File: config.mk
export PLATFORM = sky130hd
export DESIGN_NAME = energy_accumulator
export DESIGN_NICKNAME = d
export VERILOG_FILES = /design/src/rtl/energy_accumulator.sv
export SDC_FILE = /design/constraint.sdc
export NUM_CORES = 1
export LEC_CHECK = 0
export ABC_AREA = 1
export CAP_MARGIN = 0
export CORE_UTILIZATION = 46
export DETAILED_ROUTE_END_ITERATION = 12
export PLACE_DENSITY = 0.72
export SKIP_CTS_REPAIR_TIMING = 1
export SYNTH_ARGS = -nofsm -noshare
export SYNTH_HDL_FRONTEND = slang
export SYNTH_SLANG_ARGS = --single-unit
export TNS_END_PERCENT = 1
File: constraint.sdc
create_clock -name clk -period 5.4 [get_ports clk]
set_clock_uncertainty 0.05 [all_clocks]
set_input_delay 1.08 -clock clk [delete_from_list [all_inputs] [get_ports clk]]
set_output_delay 1.08 -clock clk [all_outputs]
set_load 0.01 [all_outputs]
File: src/rtl/energy_accumulator.sv
// energy_accumulator: signed sum of column dot products, each weighted by the latched spin (+1/-1)
module energy_accumulator #(
    parameter int VECTOR_SIZE     = 256,
    parameter int J_ELEMENT_WIDTH = 4,
    parameter int DOT_WIDTH       = J_ELEMENT_WIDTH + $clog2(VECTOR_SIZE) + 1,
    parameter int ACC_WIDTH       = DOT_WIDTH + $clog2(VECTOR_SIZE)
) (
    input  logic                                 clk,
    input  logic                                 rst_n,
    input  logic                                 start,
    input  logic [VECTOR_SIZE-1:0]               sigma,
    input  logic                                 dot_valid,
    input  logic signed [DOT_WIDTH-1:0]          dot_in,
    output logic [$clog2(VECTOR_SIZE)-1:0]       col_idx,
    output logic                                 busy,
    output logic signed [ACC_WIDTH-1:0]          energy_out,
    output logic                                 energy_valid
);
    localparam int IW = $clog2(VECTOR_SIZE);
    typedef enum logic [1:0] {IDLE, ACC, DONE} state_t;
    state_t                        state_q;
    logic [VECTOR_SIZE-1:0]        sigma_q;
    logic signed [ACC_WIDTH-1:0]   acc_q, acc_d, energy_q;
    logic [IW-1:0]                 col_q;
    logic                          busy_q, valid_q;
    logic signed [ACC_WIDTH-1:0]   dot_ext;
    // next running sum: sign-extended column term added for spin +1, subtracted for spin -1
    always_comb begin
        dot_ext = {{(ACC_WIDTH-DOT_WIDTH){dot_in[DOT_WIDTH-1]}}, dot_in};
        acc_d   = sigma_q[col_q] ? acc_q + dot_ext : acc_q - dot_ext;
    end
    // control FSM; start wins over everything else and silently aborts any evaluation in flight
    always_ff @(posedge clk or negedge rst_n) begin
        if (!rst_n) begin
            state_q  <= IDLE;
            sigma_q  <= '0;
            acc_q    <= '0;
            col_q    <= '0;
            energy_q <= '0;
            busy_q   <= 1'b0;
            valid_q  <= 1'b0;
        end else if (start) begin
            state_q <= ACC;
            sigma_q <= sigma;
            acc_q   <= '0;
            col_q   <= '0;
            busy_q  <= 1'b1;
            valid_q <= 1'b0;
        end else begin
            case (state_q)
                ACC: if (dot_valid) begin
                    acc_q <= acc_d;
                    if (col_q == IW'(VECTOR_SIZE - 1)) begin
                        col_q    <= '0;
                        energy_q <= acc_d;
                        state_q  <= DONE;
                        busy_q   <= 1'b0;
                        valid_q  <= 1'b1;
                    end else begin
                        col_q <= col_q + 1'b1;
                    end
                end
                DONE: begin
                    state_q <= IDLE;
                    valid_q <= 1'b0;
                end
                default: ;
            endcase
        end
    end
    assign col_idx      = col_q;
    assign busy         = busy_q;
    assign energy_out   = energy_q;
    assign energy_valid = valid_q;
endmodule

==> results of run 1 <==
==> Yosys cell counts (all sizes together) <==
cell type / instances / area, µm²
nor2: 56 / 230
nor4: 1 / 6.26
a211oi: 1 / 7.51
ha: 24 / 300
nand4: 5 / 31.3
nand3: 182 / 916
fa: 1 / 20.0
a21o: 2 / 15.0
clkinv: 1 / 3.75
and2: 1 / 6.26
inv: 225 / 845
a21oi: 53 / 265
a32oi: 1 / 8.76
o211ai: 31 / 233
a21boi: 3 / 22.5
nand2: 814 / 3060
xnor2: 10 / 87.6
o21a: 1 / 7.51
or2: 5 / 31.3
nor3: 7 / 35.0
buf: 46 / 289
o21bai: 2 / 15.0
and3: 1 / 6.26
xor2: 16 / 140
o31ai: 1 / 7.51
a31oi: 2 / 12.5
o21ai: 224 / 1120
a221oi: 1 / 8.76
clkbuf: 67 / 251
dfrtp: 309 / 7730
==> area by class of cell <==
type                            count  area (µm²)  area share [%]
Clock inverter                     11         136           0.674
Inverter                          226         850            4.20
Clock buffer                       49        1030            5.08
Timing Repair Buffer              328        3320            16.4
Tap cell                          448         561            2.77
Sequential cell                   309        7740            38.3
Multi-Input combinational cell   1445        6590            32.6
==> flip-flops by register name (all words and copies together), names as in the netlist <==
signal      count
sigma_q       256
state_q         2
acc_q          21
busy            1
col_idx         8
energy_out     21
==> through the flow <==
step	cell area [µm²]	total power, W	utilization [%]	setup WS, ns	hold slack (ns)
after CTS	20200	0.00641	60.3	0.782	0.418
after global routing	20200	0.00670	60.3	0.253	0.433
after floorplan	15700	0.00346	-	1.48	0.387
after detailed placement	19100	0.00400	56.8	0.619	0.405
after global placement	19100	0.00398	56.8	0.677	0.399
final	20200	0.00638	60.3	0.732	0.417
==> final timing paths <==
kind	end	cells after the start
worst max-delay path	acc_q[19]	24
worst min-delay path	sigma_q[190]	2
worst max register to register	acc_q[19]	24
worst min register to register	sigma_q[190]	2
max in group asynchronous	sigma_q[13]	2
min in group asynchronous	sigma_q[246]	1
==> power breakdown <==
| group | leakage (nW) | switching, W | total [W] | internal [W] |
|---|---|---|---|---|
| logic | 5.55 | 0.000823 | 0.00137 | 0.000547 |
| registers | 3.83 | 0.0000857 | 0.00260 | 0.00252 |
| clock network | 0.578 | 0.000943 | 0.00241 | 0.00147 |
==> metal layers <==
metal / wire length [µm] / track usage [%] / vias up
met4: 1420 / 8.70 / 0
met1: 20700 / 37.8 / 6809
li1: - / - / 7099
met3: 3000 / 3.94 / 93
met2: 21700 / 43.6 / 543
met5: 0 / 0 / -
==> cell families after synthesis <==
family,after synthesis,synth area share (%)
flops,309,49.2
fa+ha+maj,25,2.04
buf+inv,339,8.84
xor+xnor,26,1.45
compound gates,322,11.0
simple gates,1072,27.5
==> worst min-delay path: stages, from the launching register on <==
cell     delay [ns]
dfrtp_1        0.34
nand2_1        0.05
nand2_1        0.05
==> summary.txt, run 1 <==
Crit path time final = 4.67 ns
Antenna fix cells = 0
Remaining antenna violation count = 0
Via/cell ratio = 5.16
Fin nets = 2643
Cell family with the largest share of critical-path delay = simple AND/OR/NAND/NOR gates
Static Leakage = 9.96 nW
Max stage delay on crit path = 0.45 ns
Post-synthesis cell type count = 38
CTS clock-pin slew for the worst setup and hold paths = 0.06 ns
Synthesized area = 15700 µm²
Most common cell after layout, fill and taps aside = nand2_1
Dpl cells = 2756
Sequential fraction of the synthesis area = 49.2%
# port buffers = 303
Status = finished clean
Crit share post-route = 86.4%
Core area = 33500 µm²
Pin count of the biggest net entering global routing = 267
Slowest-stage cell, CP = dfrtp_4
Final hold violations = 0
Critical Path Start Type = flip-flop
Syn Nets = 2391
TritonCTS buffer count = 35
Finished Layout Cells = 2816
Overflow after GRT = 0
Crit-path cells = buf_12 -> o211ai_1 -> a21oi_1 -> nor2_1 -> nand2_1 -> nand3_1 -> nand3_1 -> nand3_2 -> nand2_1 -> buf_4 -> nor2_2 -> xor2_1 -> inv_1 -> ha_1 -> nand2_1 -> nor2_1 -> o21ai_0 -> o211ai_1 -> nand2_1 -> nand3_1 -> a21boi_0 -> or2_2 -> nand3_1 -> nand2_1
Commonest cells after routing, fill and taps aside = nand2_1, dfrtp_1, clkdlybuf4s50_1, o21ai_0, inv_1
Die Wd = 187 µm
Die Y = 187 µm
Fillers = 2982
CP Data Required Time = 5.74 ns
GRT Total Usage = 27.1%
Top Ports = 304
1st-iter DRT viols = 1318
PwrDens = 316 nW/µm²
VDD IR max = 187 µV
Final Setup Violations = 0
Worst-Margin Slew = 1.21 ns
Worst Hold Launch = sigma_q[190]
TritonCTS clock tree = done
Max Slew Vio Count = 0
Die area = 34900 µm²
Crit. End Element = flip-flop
Synth Instances = 2093
Syn Area/Cell = 7.51 µm²
Yosys reg bits = 309
Global placement routability congestion = 0.948
Drt drc = 0
CP Launch Point = col_idx[0]
Initial antenna violation count = 0
Max Freq = 214 MHz
CP dominant cell by count = nand2_1
Via count = 14.5k
Max-Cap Viols = 0
Clock latency on the worst-skew pair = 0.51 ns
Layout area overhead = 28.7%
Slew margin rel. = 19.6%
CP Max Fanout = 113
Avg WL per Cell = 16.6 µm
Post-DP HPWL = 31700 µm
CTS Buffer Depth = 3
Initial Util = 46.9%
Crit path buf inv count = 3
FF-to-FF Start = col_idx[0]
Crit path kind = flip-flop to flip-flop
RSZ-0062 raised after global routing = false
Layout cells sized above 1 = 4.48%
Clock Root Buffer = clkbuf_16
Min-delay worst type = flip-flop to flip-flop
Critical Path AT = 5.01 ns
Global-route wire length before repair = 75900 µm
FP Rows = 67
FF-to-FF setup slack = 0.73 ns
H-tree Lvls = 2
DRT Wirelength = 46800 µm
Setup Total Neg Slack = 0 ns
Pre-antenna DRT Iters = 5
Vias in the first global route = 14.4k
# clock sinks = 309
Synth warnings = 0
(Power assumes the default switching activity.)
==> run 2: changes to the inputs <==
--- a/config.mk
+++ b/config.mk
@@ -8,6 +8,7 @@
 export ABC_AREA = 1
 export CAP_MARGIN = 0
 export CORE_UTILIZATION = 46
+export CTS_CLUSTER_DIAMETER = 100
 export DETAILED_ROUTE_END_ITERATION = 12
 export PLACE_DENSITY = 0.72
 export SKIP_CTS_REPAIR_TIMING = 1
==> results of run 2 <==
The final DEF is identical to that of run 1; final timing and power are the same.
